### config.mk
export PLATFORM = sky130hd
export DESIGN_NAME = simple_processor
export DESIGN_NICKNAME = d
export VERILOG_FILES = /design/src/rtl/simple_processor_pkg.sv /design/src/rtl/simple_processor_alu.sv /design/src/rtl/simple_processor.sv
export SDC_FILE = /design/constraint.sdc
export NUM_CORES = 1
export LEC_CHECK = 0
export BUFFER_PORTS_ARGS = -buffer_cell sky130_fd_sc_hd__buf_2
export CORE_ASPECT_RATIO = 1.1
export CORE_MARGIN = 5
export CORE_UTILIZATION = 25
export CTS_CLUSTER_SIZE = 14
export DETAILED_ROUTE_END_ITERATION = 8
export MAX_ROUTING_LAYER = met4
export PLACE_DENSITY = 0.51
export SYNTH_ARGS = -nofsm -noshare
export SYNTH_HDL_FRONTEND = slang
export SYNTH_SLANG_ARGS = --single-unit
export TNS_END_PERCENT = 30
### constraint.sdc
create_clock -name clk -period 5.4 [get_ports clk]
set_input_delay 0.81 -clock clk [delete_from_list [all_inputs] [get_ports clk]]
set_output_delay 0.81 -clock clk [all_outputs]
set_load 0.01 [all_outputs]
### src/rtl/simple_processor_pkg.sv
// Shared ISA definitions for simple_processor: opcodes, instruction field positions
// and the built-in running-sum program.
package simple_processor_pkg;

    localparam int INSTR_W = 16;
    localparam int OP_MSB  = 15;
    localparam int OP_LSB  = 12;
    localparam int RD_MSB  = 11;
    localparam int RD_LSB  = 10;
    localparam int RS_MSB  = 9;
    localparam int RS_LSB  = 8;
    localparam int IMM_MSB = 7;
    localparam int IMM_LSB = 0;

    typedef enum logic [3:0] {
        OP_NOP  = 4'h0,
        OP_LDI  = 4'h1,
        OP_IN   = 4'h2,
        OP_OUT  = 4'h3,
        OP_ADD  = 4'h4,
        OP_SUB  = 4'h5,
        OP_AND  = 4'h6,
        OP_OR   = 4'h7,
        OP_XOR  = 4'h8,
        OP_SHL  = 4'h9,
        OP_SHR  = 4'hA,
        OP_JMP  = 4'hB,
        OP_JZ   = 4'hC,
        OP_ADDI = 4'hD,
        OP_HALT = 4'hE,
        OP_RSVD = 4'hF
    } opcode_e;

    localparam int DEFAULT_DEPTH = 16;

    // Listed from address 15 down to address 0.
    localparam logic [DEFAULT_DEPTH-1:0][INSTR_W-1:0] DEFAULT_PROG = {
        {11{16'h0000}},
        16'hB001,       // 4: JMP 1
        16'h3100,       // 3: OUT R1
        16'h4400,       // 2: ADD R1,R0
        16'h2000,       // 1: IN  R0
        16'h1400        // 0: LDI R1,0
    };

    function automatic logic writes_rd(input opcode_e op);
        return op inside {OP_LDI, OP_IN, OP_ADD, OP_SUB, OP_AND, OP_OR,
                          OP_XOR, OP_SHL, OP_SHR, OP_ADDI};
    endfunction

endpackage

### src/rtl/simple_processor_alu.sv
// Combinational result path for every register-writing opcode, plus its zero test.
import simple_processor_pkg::*;

module simple_processor_alu #(
    parameter int DATA_W = 16
) (
    input  opcode_e           op,
    input  logic [DATA_W-1:0] a,
    input  logic [DATA_W-1:0] b,
    input  logic [7:0]        imm8,
    output logic [DATA_W-1:0] result,
    output logic              zero
);

    always_comb begin
        result = '0;
        case (op)
            OP_LDI:  result = DATA_W'(imm8);
            OP_IN:   result = b;
            OP_ADD:  result = a + b;
            OP_SUB:  result = a - b;
            OP_AND:  result = a & b;
            OP_OR:   result = a | b;
            OP_XOR:  result = a ^ b;
            OP_SHL:  result = a << 1;
            OP_SHR:  result = a >> 1;
            OP_ADDI: result = a + DATA_W'(imm8);
            default: result = '0;
        endcase
        zero = (result == '0);
    end

endmodule

### src/rtl/simple_processor.sv
// Single-cycle register machine: fetch from ROM at pc, execute one instruction per
// rising edge, IN reads data_in, OUT updates the data_out register.
import simple_processor_pkg::*;

module simple_processor #(
    parameter int    DATA_W     = 16,
    parameter int    PROG_DEPTH = 16,
    parameter string INIT_FILE  = "",
    parameter logic [PROG_DEPTH-1:0][INSTR_W-1:0] PROG_IMAGE =
        (PROG_DEPTH*INSTR_W)'(DEFAULT_PROG)
) (
    input  logic              clk,
    input  logic              rst,
    input  logic [DATA_W-1:0] data_in,
    output logic [DATA_W-1:0] data_out
);

    localparam int PC_W = (PROG_DEPTH > 1) ? $clog2(PROG_DEPTH) : 1;
    localparam bit PC_FULL = (PROG_DEPTH == (1 << PC_W));
    localparam logic [PC_W-1:0] LAST_PC = PC_W'(PROG_DEPTH - 1);

    logic [PC_W-1:0]   pc_q, pc_d;
    logic [DATA_W-1:0] regs_q [4];
    logic [DATA_W-1:0] regs_d [4];
    logic              z_q, z_d;
    logic              halted_q, halted_d;
    logic [DATA_W-1:0] data_out_q, data_out_d;

    logic               pc_valid;
    logic [INSTR_W-1:0] instr;

    // Addresses past the end of a non-power-of-two ROM fetch as NOP.
    assign pc_valid = PC_FULL || (int'(pc_q) < PROG_DEPTH);

    assign instr = pc_valid ? PROG_IMAGE[pc_q] : '0;

    opcode_e           op;
    logic [1:0]        rd;
    logic [1:0]        rs;
    logic [7:0]        imm8;
    logic [DATA_W-1:0] alu_b;
    logic [DATA_W-1:0] alu_result;
    logic              alu_zero;
    logic [PC_W-1:0]   pc_inc;
    logic [PC_W-1:0]   jmp_tgt;

    assign op      = opcode_e'(instr[OP_MSB:OP_LSB]);
    assign rd      = instr[RD_MSB:RD_LSB];
    assign rs      = instr[RS_MSB:RS_LSB];
    assign imm8    = instr[IMM_MSB:IMM_LSB];
    assign alu_b   = (op == OP_IN) ? data_in : regs_q[rs];
    assign pc_inc  = (pc_q == LAST_PC) ? '0 : pc_q + 1'b1;
    assign jmp_tgt = PC_W'(imm8);

    simple_processor_alu #(
        .DATA_W (DATA_W)
    ) u_alu (
        .op     (op),
        .a      (regs_q[rd]),
        .b      (alu_b),
        .imm8   (imm8),
        .result (alu_result),
        .zero   (alu_zero)
    );

    // Once halted every piece of architectural state holds until reset.
    always_comb begin
        pc_d       = pc_q;
        regs_d     = regs_q;
        z_d        = z_q;
        halted_d   = halted_q;
        data_out_d = data_out_q;
        if (!halted_q) begin
            pc_d = pc_inc;
            case (op)
                OP_OUT:  data_out_d = regs_q[rs];
                OP_JMP:  pc_d = jmp_tgt;
                OP_JZ:   if (z_q) pc_d = jmp_tgt;
                OP_HALT: begin
                    halted_d = 1'b1;
                    pc_d     = pc_q;
                end
                default: ;
            endcase
            if (writes_rd(op)) begin
                regs_d[rd] = alu_result;
                z_d        = alu_zero;
            end
        end
    end

    always_ff @(posedge clk or negedge rst) begin
        if (!rst) begin
            pc_q       <= '0;
            for (int i = 0; i < 4; i++) regs_q[i] <= '0;
            z_q        <= 1'b0;
            halted_q   <= 1'b0;
            data_out_q <= '0;
        end else begin
            pc_q       <= pc_d;
            regs_q     <= regs_d;
            z_q        <= z_d;
            halted_q   <= halted_d;
            data_out_q <= data_out_d;
        end
    end

    assign data_out = data_out_q;

endmodule

== Yosys cells after proc, flatten, opt, wreduce, memory -nomap -nowiden ==
Memory sizes are Yosys's and may differ from the RTL's.
Index checks and enable logic that the tools add are counted.

* Logic and storage cells: 62
* ROM bits: 256
* Output and inout port bits: 16
* Flip-flop bits (word level): 86
* Input port bits: 18
* Memories: 1

{| class="wikitable"
|+ Memories
! name !! words !! bits a word !! rd ports !! clocked after Yosys merged registers in !! wr ports !! line !! source
|-
| (no name shown) || 16 || 16 || 1 || 0 || 0 || simple_processor.sv:35 || <nowiki>assign instr = pc_valid ? PROG_IMAGE[pc_q] : '0;</nowiki>
|}

* Mux-type cells: 17
* Magnitude comparators: 4
* Bitwise gates (word level): 7
* Equality and inequality tests: 15
* $add $sub $neg: 4
* Reductions and logical operators: 6

{| class="wikitable"
|+ Operators by type and width
! cell !! count
|-
| $pmux 16 s10 || 1
|-
| $mux 16 || 7
|-
| $bmux 16 s2 || 2
|-
| $bwmux 64 || 1
|-
| $demux 16 s2 || 1
|-
| $eq 4x4->1 const B || 8
|-
| $add 16x16->16 || 1
|-
| $add 16x8->16 || 1
|-
| $and 16x16->16 || 1
|-
| $eq 4x3->1 const B || 4
|-
| $logic_not 16->1 || 1
|-
| $or 16x16->16 || 1
|-
| $sub 16x16->16 || 1
|-
| $xor 16x16->16 || 1
|-
| $pmux 4 s3 || 1
|-
| $reduce_bool 10->1 || 1
|-
| $eq 4x2->1 const B || 2
|-
| $mux 4 || 2
|-
| $ge 3x3->1 const B || 2
|-
| $not 2->3 || 2
|-
| $reduce_and 2->1 || 3
|-
| $lt 4x5->1 const B || 1
|-
| $add 4x1->4 const B || 1
|-
| $eq 4x1->1 const B || 1
|-
| 4 further kinds || 6
|}

== Longest topological paths before layout ==
* Word-level depth: 10
* Gate-level depth with buffers: 24
* Depth with buffers taken out: 20

== Hierarchy ==
From an unflattened synthesis, not the netlist that was laid out.

* Cells, all modules: 608
* Area total of the unflattened synthesis: 5615.4 um2

{| class="wikitable"
|+ Modules (own cells, without submodules)
! module !! cells each !! times used !! area an instance (um2) !! sequential area each (um2)
|-
| simple_processor || 199 || 1 || 2808.9 || 1326.3
|-
| simple_processor_alu || 409 || 1 || 2806.4 || 0.0
|}

== Least setup slack after synthesis ==
No wires, ideal clock.

* Path kind: register -> register
* From: reg pc_q[0]
* To: reg regs_q[44] (netlist bit)
* Buffers on the path: 5
* Setup slack: 0.724 ns
* Data arrival time: 4.551 ns
* Stages on the path, launching flop included: 22
* Data required time: 5.275 ns
* Library setup time: 0.125 ns
* Period minus slack after synthesis: 4.676 ns
* Cells stage by stage: dfrtp_1 > buf_2 > inv_1 > ha_1 > clkbuf_1 > clkbuf_1 > nand2_2 > clkbuf_1 > clkbuf_1 > o21ai_0 > ha_1 > nand4_1 > o21ai_0 > xnor2_1 > ha_1 > a21oi_1 > a21oi_1 > a211o_1 > a21oi_1 > xor2_1 > o21ai_0 > mux2_2

* Word-level cells in the longest chain between the ends: 10
* Elaborated cells on any way between the ends: 36
* Classes of those cells: add/sub: 3; order compare: 2; eq/ne: 10; mux: 12; bitwise: 5; reduce/logical: 3; memory: 1

{| class="wikitable"
|+ RTL lines
! what !! line !! source
|-
| start: declaration || simple_processor.sv:22 || <nowiki>logic [PC_W-1:0] pc_q, pc_d;</nowiki>
|-
| start signal: assignment || simple_processor.sv:100 || <nowiki>pc_q <= pc_d;</nowiki>
|-
| $mem_v2 16x16 (*) || -- ||
|-
| $mux 16 (implied by the code) (*) || simple_processor.sv:35 ||
|-
| $not 2->3 (implied by the code) || simple_processor.sv:51 || <nowiki>assign alu_b = (op == OP_IN) ? data_in : regs_q[rs];</nowiki>
|-
| $bmux 16 s2 || simple_processor.sv:51 ||
|-
| $mux 16 (implied by the code) (2 in a row) || simple_processor.sv:51 ||
|-
| $mux 16 || simple_processor.sv:51 ||
|-
| $sub 16x16->16 (tied with other cells) || simple_processor_alu.sv:21 || <nowiki>OP_SUB: result = a - b;</nowiki>
|-
| $pmux 16 s10 || simple_processor_alu.sv:17 || <nowiki>case (op)</nowiki>
|-
| $bwmux 64 || simple_processor.sv:86 || <nowiki>regs_d[rd] = alu_result;</nowiki>
|-
| end signal: assignment || simple_processor.sv:101 || <nowiki>regs_q <= regs_d;</nowiki>
|-
| end: declaration || simple_processor.sv:23 || <nowiki>logic [DATA_W-1:0] regs_q [4];</nowiki>
|}

Every way passes the cells marked *; elsewhere a longest branch is shown, timed or not. The select of a mux whose other input is x is not followed.
A chain may end at the register's enable or synchronous reset.

== Worst setup path after layout ==
* From: reg pc_q[0]
* To: reg regs_q[45] (netlist bit)

The elaborated chain is that of the path after synthesis.

==> metrics.txt <==
status finished, final reports clean; Leak Pwr approximately 2.5 nW; cts bufs inserted 5; clock share of power 0.276; GR Overflow Total 0; Startpoint Class flip-flop; DR vias about 3900; residual DRC count 0; most frequent cells in the layout nand2_1, o21ai_0, dfrtp_1, ha_1, inv_1; nets 660; Filler cells 1960; placed insts a little over 800; final setup vio count 0; CP Data Required Time 5.54 ns; CTS sink cnt 53; core box area between 15000 and 20000 µm²; Sw Ratio 0.328; PortBufs 33; cell row count 52; Hold-fix buffers, CTS 0; hold_sp data_out[6]$_DFFE_PN0P_; Clock Path Buffers 2; Layout Utilization 0.287; Mean Syn Cell Area around 8 µm²; drt first pass iters 5; Netlist cell types 52; sequential fraction of the synthesis area 0.287; CTS clock-pin slew for the worst setup and hold paths about 0.07 ns; Sequential Power Share 0.461; max-slew violations 0; #FFs+latches synth between 50 and 60; GPL Wtd Cong around 0.84; VDD IR max about 0.12 mV; setup ws final approximately 0.57 ns; Fmax achieved a little over 200 MHz; initial antenna violation count 0; Reg-to-Reg Start pc_q[0]$_DFFE_PN0P_; Pwr Density approximately 260 nW/µm²; CP max FO 13; Resize count post-CTS 0; worst rel slew slack 0.343; DRT antenna net count 0; worst-margin pin slew 0.983 ns; WL final around 13 mm; Syn Inst Count 566; first-pass GRT wire length about 22 mm; largest net degree at the start of global routing 54; Place WS 0.579 ns; Post-CTS Setup Bufs 0; EDFF count, synth 0; CTS tree yes; Sequential Area roughly 1300 µm²; Fin Clk Skew 0.00756 ns; Post-Syn Area between 4000 and 5000 µm²; Worst R2R Setup Slack 0.57 ns; reg-to-reg endpoint regs_q[45]$_DFFE_PN0P_; Async S/R FF share, synth 1.00; Worst Hold End data_out[6]$_DFFE_PN0P_; area of the multi-input gates approximately 3000 µm²; area added between synthesis and finish 13.7%; max_cap viols 0; initial drt markers approximately 240; WL/cell 16.0 µm; Final TNS setup 0 ns; met2 usage 0.194; vias per inst about 4.7; Internal Power ~910 µW; Gate power share 0.263; GRT busiest layer met2; antenna cells 0; GRT Util Overall 0.128; final hold vios 0; layout cell share with drive strength beyond 1 0.120; DP Wirelength around 10 mm; io pins 34; most common cell after layout, fill and taps aside nand2_1; grt met3 use 0.00942; Yosys warnings 0; Cell Count, Final, Fillers Out roughly 830; Die ar. approximately 21000 µm²; Critical Path Sink Type flip-flop; Post-Syn Nets 637; minimum clock period just under 5 ns; Setup CP Type reg -> reg; width of the die between 100 and 150 µm; H-Tree Depth 2; Hold Path Stages 2; Data arrival, critical path just under 5 ns; Die Ht 153 µm; clock latency on the worst-skew pair approximately 0.29 ns; RSZ-0062 raised after global routing false; initial core utilization 0.253; Final period util 0.894; GRT met1 Usage 0.183; P_sw roughly 450 µW; Reg2Reg Depth 19; Root Driver clkbuf_16; total power roughly 1.4 mW; Tightest Hold Check Type reg -> reg; Synth Flop Type dfrtp_1; vias in the first global route just under 4000
registers in the layout, indices dropped and copies added, names as in the netlist:
register / flops
data_out: 16
halted_q: 1
pc_q: 4
regs_q: 32
worst max path at each step:
| stage | startpoint | end | slack [ns] | depth (start not counted) |
|---|---|---|---|---|
| floorplan | pc_q[0]$_DFFE_PN0P_ | regs_q[44]$_DFFE_PN0P_ | 0.72 | 21 |
| global placement | pc_q[0]$_DFFE_PN0P_ | regs_q[44]$_DFFE_PN0P_ | 0.70 | 17 |
| detailed placement | pc_q[0]$_DFFE_PN0P_ | regs_q[45]$_DFFE_PN0P_ | 0.58 | 18 |
| CTS | pc_q[0]$_DFFE_PN0P_ | regs_q[45]$_DFFE_PN0P_ | 0.54 | 19 |
| global route | pc_q[0]$_DFFE_PN0P_ | regs_q[45]$_DFFE_PN0P_ | 0.10 | 18 |
| finish | pc_q[0]$_DFFE_PN0P_ | regs_q[45]$_DFFE_PN0P_ | 0.57 | 19 |
final cells by class:
| type | count | area share |
|---|---|---|
| multi-input combinational | 443 | 0.578 |
| tap | 243 | 0.0579 |
| timing repair buffer | 47 | 0.0514 |
| clock inverter | 1 | 0.00571 |
| inverter | 39 | 0.0279 |
| clock buffer | 7 | 0.0271 |
| sequential | 53 | 0.252 |
per-stage QoR:
stage,hold slack [ns],cell area [µm²]
after global routing,0.501,5260
final,0.471,5260
after CTS,0.480,5260
after floorplan,0.458,4620
after global placement,0.459,5080
after detailed placement,0.465,5080
Yosys cell counts (2+ instances only):
| master | count | area, µm² |
|---|---|---|
| o31ai_1 | 5 | 37.5 |
| nor3_1 | 10 | 50.1 |
| a21o_1 | 5 | 37.5 |
| and3b_1 | 4 | 35.0 |
| and2_1 | 6 | 37.5 |
| a22o_1 | 6 | 52.6 |
| ha_1 | 52 | 651 |
| mux2_2 | 10 | 113 |
| and3_1 | 2 | 12.5 |
| nand2_1 | 97 | 364 |
| inv_1 | 38 | 143 |
| nor4_1 | 4 | 25.0 |
| nor2b_1 | 2 | 12.5 |
| a211o_1 | 2 | 17.5 |
| mux2i_1 | 30 | 300 |
| clkbuf_1 | 26 | 97.6 |
| nor2_1 | 17 | 63.8 |
| nand4_1 | 2 | 12.5 |
| a211oi_1 | 2 | 15.0 |
| a31oi_1 | 6 | 37.5 |
| o31a_1 | 2 | 17.5 |
| a221o_1 | 3 | 30.0 |
| xor2_1 | 7 | 61.3 |
| a22oi_1 | 6 | 45.0 |
| nand3_1 | 6 | 30.0 |
| o21ai_0 | 85 | 425 |
| dfrtp_1 | 53 | 1330 |
| buf_2 | 3 | 15.0 |
| a21oi_1 | 23 | 115 |
| xnor2_1 | 19 | 166 |
| o21a_1 | 4 | 30.0 |
| a222oi_1 | 4 | 40.0 |
| nand2b_1 | 3 | 18.8 |
| or3_1 | 4 | 25.0 |
power groups by stage:
| stage | Combinational, mW | Clock [mW] | Sequential [mW] |
|---|---|---|---|
| after floorplan | 0.201 | 0 | 0.637 |
| after global placement | 0.363 | 0 | 0.634 |
| after detailed placement | 0.366 | 0 | 0.634 |
| after CTS | 0.365 | 0.387 | 0.628 |
| after global routing | 0.414 | 0.403 | 0.648 |
| final | 0.358 | 0.376 | 0.626 |
worst max-delay path: stages, from the launching register on:
cell	delay, ns
dfrtp_1	0.52
ha_1	0.32
ha_1	0.25
nand2b_1	0.16
buf_4	0.21
mux2i_1	0.26
nand2_1	0.08
o21ai_0	0.19
ha_1	0.31
nand4_1	0.20
o21ai_0	0.27
xnor2_1	0.10
ha_1	0.37
a21oi_1	0.28
o21ai_0	0.14
a31oi_1	0.24
o21ai_0	0.20
xor2_1	0.18
a222oi_1	0.29
o21ai_0	0.12
kinds of logic after synthesis:
| logic type | count (synthesis) | share of synthesized area |
|---|---|---|
| AOI/OAI and AO/OA | 162 | 0.212 |
| and+or+nand+nor | 162 | 0.159 |
| buffers and inverters | 70 | 0.0585 |
| adders and majority gates | 53 | 0.145 |
| DFF | 53 | 0.287 |
| muxes | 40 | 0.0893 |
| xor gates and xnor gates | 26 | 0.0493 |
routing by layer:
metal | share of wire | vias up
li1 | - | 2014
met1 | 0.50 | 1812
met2 | 0.44 | 99
met3 | 0.037 | 17
met4 | 0.020 | 0
met5 | 0 | -
(Power assumes the default switching activity.)
